==> config.mk <==
export PLATFORM = sky130hd
export DESIGN_NAME = rom_loader
export DESIGN_NICKNAME = d
export VERILOG_FILES = /design/src/rtl/rom_loader_pkg.sv /design/src/rtl/rom_record_asm.sv /design/src/rtl/rom_loader.sv
export SDC_FILE = /design/constraint.sdc
export NUM_CORES = 1
export LEC_CHECK = 0
export ABC_CLOCK_PERIOD_IN_PS = 1900
export CAP_MARGIN = 30
export CORE_MARGIN = 2
export CORE_UTILIZATION = 45
export CTS_CLUSTER_SIZE = 16
export DETAILED_ROUTE_END_ITERATION = 8
export GPL_ROUTABILITY_DRIVEN = 0
export PLACE_DENSITY = 0.76
export SKIP_LAST_GASP = 1
export SYNTH_ARGS = -nofsm -noshare
export SYNTH_HDL_FRONTEND = slang
export SYNTH_SLANG_ARGS = --single-unit
==> constraint.sdc <==
create_clock -name clk -period 1.9 [get_ports clk]
set_input_delay 0.38 -clock clk [delete_from_list [all_inputs] [get_ports clk]]
set_output_delay 0.38 -clock clk [all_outputs]
set_load 0.005 [all_outputs]
==> src/rtl/rom_loader_pkg.sv <==
// rtl/rom_loader_pkg.sv - shared state, record type and sizes for the ROM boot loader
//
// Purpose: common definitions imported by rom_loader and rom_record_asm.
// Ports: none (package).
package rom_loader_pkg;

  typedef enum logic [2:0] {
    ST_IDLE,
    ST_HEADER,
    ST_FETCH,
    ST_EMIT,
    ST_DONE
  } state_t;

  localparam int RECORD_BYTES = 9;
  localparam int HEADER_BYTES = 1;

  typedef struct packed {
    logic [7:0]  opcode;
    logic [31:0] op_a;
    logic [31:0] op_b;
  } record_t;

endpackage

==> src/rtl/rom_record_asm.sv <==
// rtl/rom_record_asm.sv - assembles ROM bytes into 9-byte instruction records
//
// Purpose: byte shifter plus position counter k. Each strobe shifts one byte in;
//          after RECORD_BYTES strobes the record outputs hold opcode/op_a/op_b (LE).
// Ports:
//   clk, rst_n   clock, asynchronous active-low reset
//   clear        restart assembly at k=0
//   strobe       consume byte_in this cycle
//   byte_in      ROM byte
//   rec          assembled record (valid after the last_byte strobe)
//   last_byte    high while k is the final record position
module rom_record_asm
  import rom_loader_pkg::*;
(
  input  logic       clk,
  input  logic       rst_n,
  input  logic       clear,
  input  logic       strobe,
  input  logic [7:0] byte_in,
  output record_t    rec,
  output logic       last_byte
);

  localparam int KW = $clog2(RECORD_BYTES);

  logic [RECORD_BYTES*8-1:0] shreg;
  logic [KW-1:0]             k;

  // Bytes enter at the top and move down, so after a full record the first
  // byte sits in [7:0] and each operand lands little-endian without reordering.
  always_ff @(posedge clk or negedge rst_n) begin
    if (!rst_n) begin
      shreg <= '0;
      k     <= '0;
    end else if (clear) begin
      k <= '0;
    end else if (strobe) begin
      shreg <= {byte_in, shreg[RECORD_BYTES*8-1:8]};
      k     <= last_byte ? '0 : k + KW'(1);
    end
  end

  assign last_byte  = (k == KW'(RECORD_BYTES - 1));
  assign rec.opcode = shreg[7:0];
  assign rec.op_a   = shreg[39:8];
  assign rec.op_b   = shreg[71:40];

endmodule

==> src/rtl/rom_loader.sv <==
// rtl/rom_loader.sv - boot-time sequencer walking the program ROM into instruction records
//
// Purpose: reads a 1-byte header then 9-byte records from a combinational ROM and
//          hands each record out over a valid/ready port.
// Optional feature: ROM_LOADER_CHECKSUM_EN adds checksum[7:0], the mod-256 sum of
//          every consumed byte (header included), cleared on start.
// Ports:
//   clk, rst_n                 clock, asynchronous active-low reset
//   start                      load request (honoured in IDLE or DONE)
//   rom_address/rom_byte       ROM byte address and its data (same cycle)
//   rom_done                   current address is the last image byte
//   header_byte                image header byte
//   instr_valid/instr_ready    record handshake
//   instr_opcode/op_a/op_b     record fields; instr_index = record number
//   busy/load_done/load_error  status levels
module rom_loader
  import rom_loader_pkg::*;
#(
  parameter int ADDR_LIMIT = 4096,
  parameter int INDEX_W    = 12
) (
  input  logic               clk,
  input  logic               rst_n,
  input  logic               start,
  output logic [31:0]        rom_address,
  input  logic [7:0]         rom_byte,
  input  logic               rom_done,
  output logic [7:0]         header_byte,
  output logic               instr_valid,
  input  logic               instr_ready,
  output logic [7:0]         instr_opcode,
  output logic [31:0]        instr_op_a,
  output logic [31:0]        instr_op_b,
  output logic [INDEX_W-1:0] instr_index,
  output logic               busy,
  output logic               load_done,
  output logic               load_error
`ifdef ROM_LOADER_CHECKSUM_EN
  ,
  output logic [7:0]         checksum
`endif
);

  state_t             state, state_nx;
  logic [31:0]        addr_q;
  logic [7:0]         header_q;
  logic [INDEX_W-1:0] index_q;
  logic               err_q;
  logic               fin_q;      // record being emitted is the last one
  logic               fin_err_q;  // ... and it ended on the byte limit, not rom_done
  logic               restart, consume, fetch_stb, accept, abort, limit_hit;
  logic               last_byte;
  record_t            rec;

  // Consuming the byte at ADDR_LIMIT-1 brings the consumed count to ADDR_LIMIT.
  assign limit_hit = (addr_q == 32'(ADDR_LIMIT - 1));

  always_ff @(posedge clk or negedge rst_n) begin
    if (!rst_n) state <= ST_IDLE;
    else        state <= state_nx;
  end

  always_comb begin
    state_nx  = state;
    restart   = 1'b0;
    consume   = 1'b0;
    fetch_stb = 1'b0;
    accept    = 1'b0;
    abort     = 1'b0;
    case (state)
      ST_IDLE, ST_DONE: begin
        if (start) begin
          restart  = 1'b1;
          state_nx = ST_HEADER;
        end
      end
      ST_HEADER: begin
        consume = 1'b1;
        if (rom_done || limit_hit) begin
          abort    = 1'b1;
          state_nx = ST_DONE;
        end else begin
          state_nx = ST_FETCH;
        end
      end
      ST_FETCH: begin
        consume   = 1'b1;
        fetch_stb = 1'b1;
        if (last_byte) begin
          state_nx = ST_EMIT;
        end else if (rom_done || limit_hit) begin
          abort    = 1'b1;
          state_nx = ST_DONE;
        end
      end
      ST_EMIT: begin
        if (instr_ready) begin
          accept   = 1'b1;
          state_nx = fin_q ? ST_DONE : ST_FETCH;
        end
      end
      default: state_nx = ST_IDLE;
    endcase
  end

  always_ff @(posedge clk or negedge rst_n) begin
    if (!rst_n) begin
      addr_q    <= '0;
      header_q  <= '0;
      index_q   <= '0;
      err_q     <= 1'b0;
      fin_q     <= 1'b0;
      fin_err_q <= 1'b0;
    end else begin
      if (restart) begin
        addr_q    <= '0;
        index_q   <= '0;
        err_q     <= 1'b0;
        fin_q     <= 1'b0;
        fin_err_q <= 1'b0;
      end
      if (state == ST_HEADER) begin
        header_q <= rom_byte;
        addr_q   <= 32'(HEADER_BYTES);
      end else if (consume) begin
        addr_q <= addr_q + 32'd1;
      end
      if (abort) err_q <= 1'b1;
      // rom_done wins over the limit when both land on a record's final byte.
      if (fetch_stb && last_byte) begin
        fin_q     <= rom_done | limit_hit;
        fin_err_q <= limit_hit & ~rom_done;
      end
      if (accept) begin
        index_q <= index_q + INDEX_W'(1);
        if (fin_q) err_q <= fin_err_q;
      end
    end
  end

`ifdef ROM_LOADER_CHECKSUM_EN
  logic [7:0] sum_q;
  always_ff @(posedge clk or negedge rst_n) begin
    if (!rst_n)       sum_q <= '0;
    else if (restart) sum_q <= '0;
    else if (consume) sum_q <= sum_q + rom_byte;
  end
  assign checksum = sum_q;
`endif

  rom_record_asm u_asm (
    .clk       (clk),
    .rst_n     (rst_n),
    .clear     (restart),
    .strobe    (fetch_stb),
    .byte_in   (rom_byte),
    .rec       (rec),
    .last_byte (last_byte)
  );

  assign rom_address  = addr_q;
  assign header_byte  = header_q;
  assign instr_valid  = (state == ST_EMIT);
  assign instr_opcode = rec.opcode;
  assign instr_op_a   = rec.op_a;
  assign instr_op_b   = rec.op_b;
  assign instr_index  = index_q;
  assign busy         = (state == ST_HEADER) || (state == ST_FETCH) || (state == ST_EMIT);
  assign load_done    = (state == ST_DONE);
  assign load_error   = err_q;

endmodule
==> After elaboration in Yosys (flattened, before gate mapping) <==
Cells that the tools add are included.
{ "op_classes": {"add_sub_neg": 3, "eq_ne": 9, "muxes": 31, "bitwise_logic": 4, "n_reduce_logical": 13} }
{ "ops": {"columns": ["op", "n"], "rows": [
  ["32-bit 2-to-1 mux", 3],
  ["32-bit by 1-bit adder with 32-bit output (second input constant)", 1],
  ["32-bit by 12-bit equality test with 1-bit output (second input constant)", 1],
  ["12-bit 2-to-1 mux", 2],
  ["3-bit 2-to-1 mux", 6],
  ["1-bit 2-to-1 mux", 15],
  ["12-bit by 1-bit adder with 12-bit output (second input constant)", 1],
  ["4-bit 2-to-1 mux", 3],
  ["3-bit case mux with 4 select lines", 1],
  ["3-bit by 2-bit equality test with 1-bit output (second input constant)", 2],
  ["2-bit nonzero test", 3],
  ["4-bit by 1-bit adder with 4-bit output (second input constant)", 1],
  ["4-bit equality test (second input constant)", 1],
  ["2-bit OR reduction", 2],
  ["3-bit by 1-bit equality test with 1-bit output (second input constant)", 1],
  ["3-bit equality test (second input constant)", 1],
  ["3-bit zero test", 1],
  ["1-bit logical OR", 3],
  ["3-bit inequality test (second input constant)", 1],
  ["3-bit AND reduction", 1],
  ["3-bit nonzero test", 1],
  ["2-bit by 1-bit inequality test with 1-bit output (second input constant)", 1],
  ["2-bit inequality test (second input constant)", 1],
  ["1-bit inverter", 2],
  ["other kinds (5)", 5]
]} }
{ "totals": {"ff_bits": 134, "input_bits": 13, "output_inout_bits": 128, "wordCells": 69} }

==> Longest topological paths before layout <==
{ "depth": {"word_depth": 8, "ltp_mapped": 7, "depth_no_buf": 6} }

==> Cells and area by module <==
Synthesis repeated with hierarchy kept, for this count alone.
{ "unflattened": {"cells_unflattened": 506, "hier_area_um2": 6324.8} }
{ "by_module_without_submodules": {"columns": ["module", "instances", "cells_each", "area_each_um2", "seq_area_each_um2"], "rows": [
  ["rom_record_asm", 1, 178, 3263.1, 1901.8],
  ["rom_loader", 1, 328, 3061.7, 1451.4]
]} }

==> Least setup slack after synthesis <==
No wires, ideal clock.
{ "synth_timing": {"path_kind": "flip-flop to flip-flop", "start": "reg addr_q[8], in the netlist rom_address[8]", "end": "reg addr_q[24], in the netlist rom_address[24]", "setup_ns": 0.070, "t_arrival_ns": 1.856, "required_ns": 1.830, "setup_slack_ns": -0.025, "stages_incl_launch_ff": 7, "n_path_buf": 2, "synth_period_minus_slack_ns": 1.925, "cell_sequence": "dfrtp_1 > buf_4 > nand4_2 > or4_1 > buf_2 > or4_1 > nand3_1"} }
{ "synth_via": {"elab_chain_len": 3} }
{ "synth_lines": {"columns": ["element", "line_no", "text"], "rows": [
  ["start: declaration", "rom_loader.sv:45", "logic [31:0] addr_q;"],
  ["start signal: assignment", "rom_loader.sv:124", "addr_q <= 32'(HEADER_BYTES);"],
  ["start signal: assignment", "rom_loader.sv:126", "addr_q <= addr_q + 32'd1;"],
  ["32-bit by 1-bit adder with 32-bit output", "rom_loader.sv:126", null],
  ["32-bit 2-to-1 mux", "rom_loader.sv:125", "end else if (consume) begin"],
  ["32-bit 2-to-1 mux", "rom_loader.sv:122", "if (state == ST_HEADER) begin"]
]} }
No other way between the ends.
A chain may end at the register's enable or synchronous reset.

==> Final worst setup path <==
{ "layout_timing": {"start": "reg state[1]", "end": "reg addr_q[23], in the netlist rom_address[23]"} }
{ "layout_via": {"elab_chain_len": 5, "word_cells_on_any_way": 11, "cone_classes": "3 x eq/ne; 4 x mux; 4 x reduce/logical"} }
{ "layout_lines": {"columns": ["element", "line_no", "text"], "rows": [
  ["start: declaration", "rom_loader.sv:44", "state_t state, state_nx;"],
  ["start signal: assignment", "rom_loader.sv:60", "else state <= state_nx;"],
  ["3-bit by 1-bit equality test with 1-bit output or 3-bit by 2-bit equality test with 1-bit output (tied branches)", "rom_loader.sv:70, rom_loader.sv:122", null],
  ["2-bit OR reduction (no source line)", null, null],
  ["1-bit 2-to-1 mux", "rom_loader.sv:70", "case (state)"],
  ["32-bit 2-to-1 mux", "rom_loader.sv:125", null],
  ["32-bit 2-to-1 mux", "rom_loader.sv:122", null]
]} }
Several ways; a longest one is shown, not always the timed one.

==> run metrics <==
FF+latch count, synth=134; Avg Inst Size Synth=roughly 9.0 um^2; Fmax=534 MHz; DIE WIDTH=120 um; Worst VDD drop=approximately 800 uV; Vias=around 5700; Synth Flop Type=dfrtp_1; Syn Inst Count=666; Critical Path End Type=flip-flop; Async S/R FF share, synth=100%; starting density of the core=between 40% and 50%; CTS tree=built; Netlist Area Pre-Place=~0.006 mm^2; fin crit share=98.6%; post-synth cell types=50; Syn Nets=683; Worst-Skew Late Latency=about 420 ps; Worst-Margin Slew=544 ps; Multi-input gate area=0.00258 mm^2; num rows=42; CTS Root Cell=clkbuf_16; setup slack after layout=26.9 ps; fin util=66.4%; Vias/cell=about 5.5; met3 wire len=980 um; Die ar.=between 0.01 and 0.015 mm^2; share of post-route cells with drive strength above 1=15.6%; RSZ-0062 raised after global routing=true; Filler cells=1045; final-report max-slew violation count=0; Die Ht=120 um; antenna cells=0; crit start category=flip-flop; Worst slew margin=63.4%; CP Class=reg2reg; Routed met2 length=8140 um; initial antenna violation count=0; GR Overflow Total=0; GRT Resource Usage Total=23.3%; CTS Sinks=~130; First-pass DRT Iterations=5; initial drt markers=511; vias in the first global route=5291; area grow syn2layout=45.1%; fin crit period=1870 ps; Fin. Hold Viols=0; Fin Hold WS=447 ps; Final ANT Viol Nets=0; placed cell area=about 0.0079 mm^2; Top Layer Used=met4; HPWL Detailed=11100 um; Reg area=0.00336 mm^2; status=finished clean; Pleak=0.00409 uW; PD cells=1420 mW/mm^2; Max Cap Violations=0; first-pass GRT wire length=26600 um; M1 WL=7120 um; WL final=around 17000 um; Placeable Area=0.0131 mm^2; Worst Path Arrival=2200 ps; largest net degree at the start of global routing=69; Boundary Pins=between 100 and 150; WP data required=2230 ps; Nets=867; Clock H-tree levels=4; Finished Cell Area=0.00872 mm^2; DR WL/cell=approximately 16 um; Port Buffers=140; final setup violation count=0; final setup skew=6.65 ps; clk slew on worst S/H paths=approximately 60 ps; pre-CTS worst setup slack=-312 ps; Worst Path Max Fanout=13; Num CTS Buffers=17; CTS Buffer Depth=2; post-synthesis sequential area ratio=55.8%; Post-route DRC=0; Hold WC Path Type=in2async; Post-synth EDFFs=0; Synth Warn #=0
==> flip-flops by register name, summed over array words and instances (netlist names) <==
signal and count:
fin_err_q 1, u_asm.shreg 72, state 3, header_byte 8, instr_index 12, fin_q 1
rom_address 32, u_asm.k 4, load_error 1
==> metal layers <==
| layer | vias up | global-route usage, % |
|---|---|---|
| met4 | 0 | 9.34 |
| met1 | 2727 | 31.1 |
| met2 | 243 | 36.8 |
| met3 | 47 | 5.56 |
| met5 | - | 0 |
| li1 | 2687 | - |
==> final timing paths <==
path                                 from         endpoint  slack (ps)  cells past startpoint
min in group clk           u_asm.shreg[4]   u_asm.shreg[4]         470                      2
setup reg to reg                 state[1]  rom_address[23]          30                      7
hold reg to reg            u_asm.shreg[4]   u_asm.shreg[4]         470                      2
max in group asynchronous           rst_n   rom_address[2]         810                      3
setup / recovery                 state[1]  rom_address[23]          30                      7
hold / removal                      rst_n  rom_address[23]         450                      2
==> cells in the mapped netlist, types with 2 or more instances <==
cell      instances  area, um^2
o21ai_0          36         180
nand3_1          21         105
dfrtp_1         134        3350
a31oi_1          19         119
a21oi_1          12        60.1
a211o_1           2        17.5
o31ai_1           4        30.0
o41ai_1           2        17.5
and3b_1           2        17.5
nor2_1           18        67.6
buf_1             2        7.51
and4_1            4        35.0
o211ai_1          4        30.0
mux2_2            9         101
nand4_1          15        93.8
clkbuf_1         33         124
and3_1            6        37.5
ha_1              4        50.1
nor3b_1           3        22.5
a41oi_1           5        43.8
or2_2             2        12.5
nand2_1         254         953
buf_2             4        20.0
nor3_1            9        45.0
mux2i_1           5        50.1
nor4_1           12        75.1
or4_1             5        37.5
a32oi_1           4        35.0
o311ai_0          5        43.8
or3_1             2        12.5
a22o_1            3        26.3
a31o_2            2        17.5
inv_1             7        26.3
==> placed cells by master (no fill, tap or decap), types with 3 or more instances in the layout <==
master,n
nand2_1,254
clkdlybuf4s50_1,135
dfrtp_1,129
buf_4,60
o21ai_0,36
nand3_1,20
nor2_1,17
clkbuf_16,17
a31oi_1,16
nand4_1,15
a21oi_1,12
mux2_2,9
nor3_1,8
nor4_1,8
inv_1,6
o311ai_0,5
and3_1,5
mux2i_1,5
dfrtp_2,5
and4_1,4
nor4_2,4
o211ai_1,4
a32oi_1,4
or4_1,4
a41oi_1,4
o31ai_1,4
ha_1,4
clkinvlp_4,4
clkbuf_8,4
buf_12,4
nor3b_2,3
a22o_1,3
==> stage by stage <==
stage | instances | setup TNS (ps) | total power, uW
final | 1039 | 0 | 12400
after global routing | 1039 | -138 | 13100
after CTS | 1031 | -172 | 12300
after detailed placement | 995 | -4850 | 9000
after global placement | 995 | -1990 | 8850
after floorplan | 666 | 0 | 6290
==> where the power goes <==
part	leakage (uW)	internal (uW)	switching, uW
combinational	0.00203	2550	2310
clock	0.000275	1940	1240
sequential	0.00178	3690	634
total	0.00409	8190	4190
==> cell type report <==
type	instances	area share, %
clock buffer	22	5.55
clock inverter	10	1.10
inverter	7	0.301
multi-input combinational	484	29.6
sequential	134	38.5
tap	176	2.53
timing repair buffer	206	22.4
==> what timing repair did <==
| item | CTS | global route |
|---|---|---|
| endpoints found under the setup margin | 4 | 23 |
| hold endpoints to repair | 38 | 0 |
| hold buffers | 1 | 0 |
| pin swaps | 0 | 2 |
| setup buffers | 3 | 8 |
| resized for setup | 4 | 21 |
==> worst max-delay path, stage by stage (launching register included) <==
cell and delay, ps:
dfrtp_1 390, buf_4 160, nor3b_2 150, buf_4 170, buf_4 190, or3_1 370, buf_6 170, a31oi_1 180
==> kinds of logic after synthesis <==
kind of cell / synth area share [%]
buffers and inverters: 3.16
adder cells (fa/ha/maj): 0.833
multiplexers: 2.52
AO/OA/AOI/OAI: 11.3
flip-flops: 55.8
AND/OR/NAND/NOR: 26.4
No activity file was read; power rests on OpenSTA's default activity.
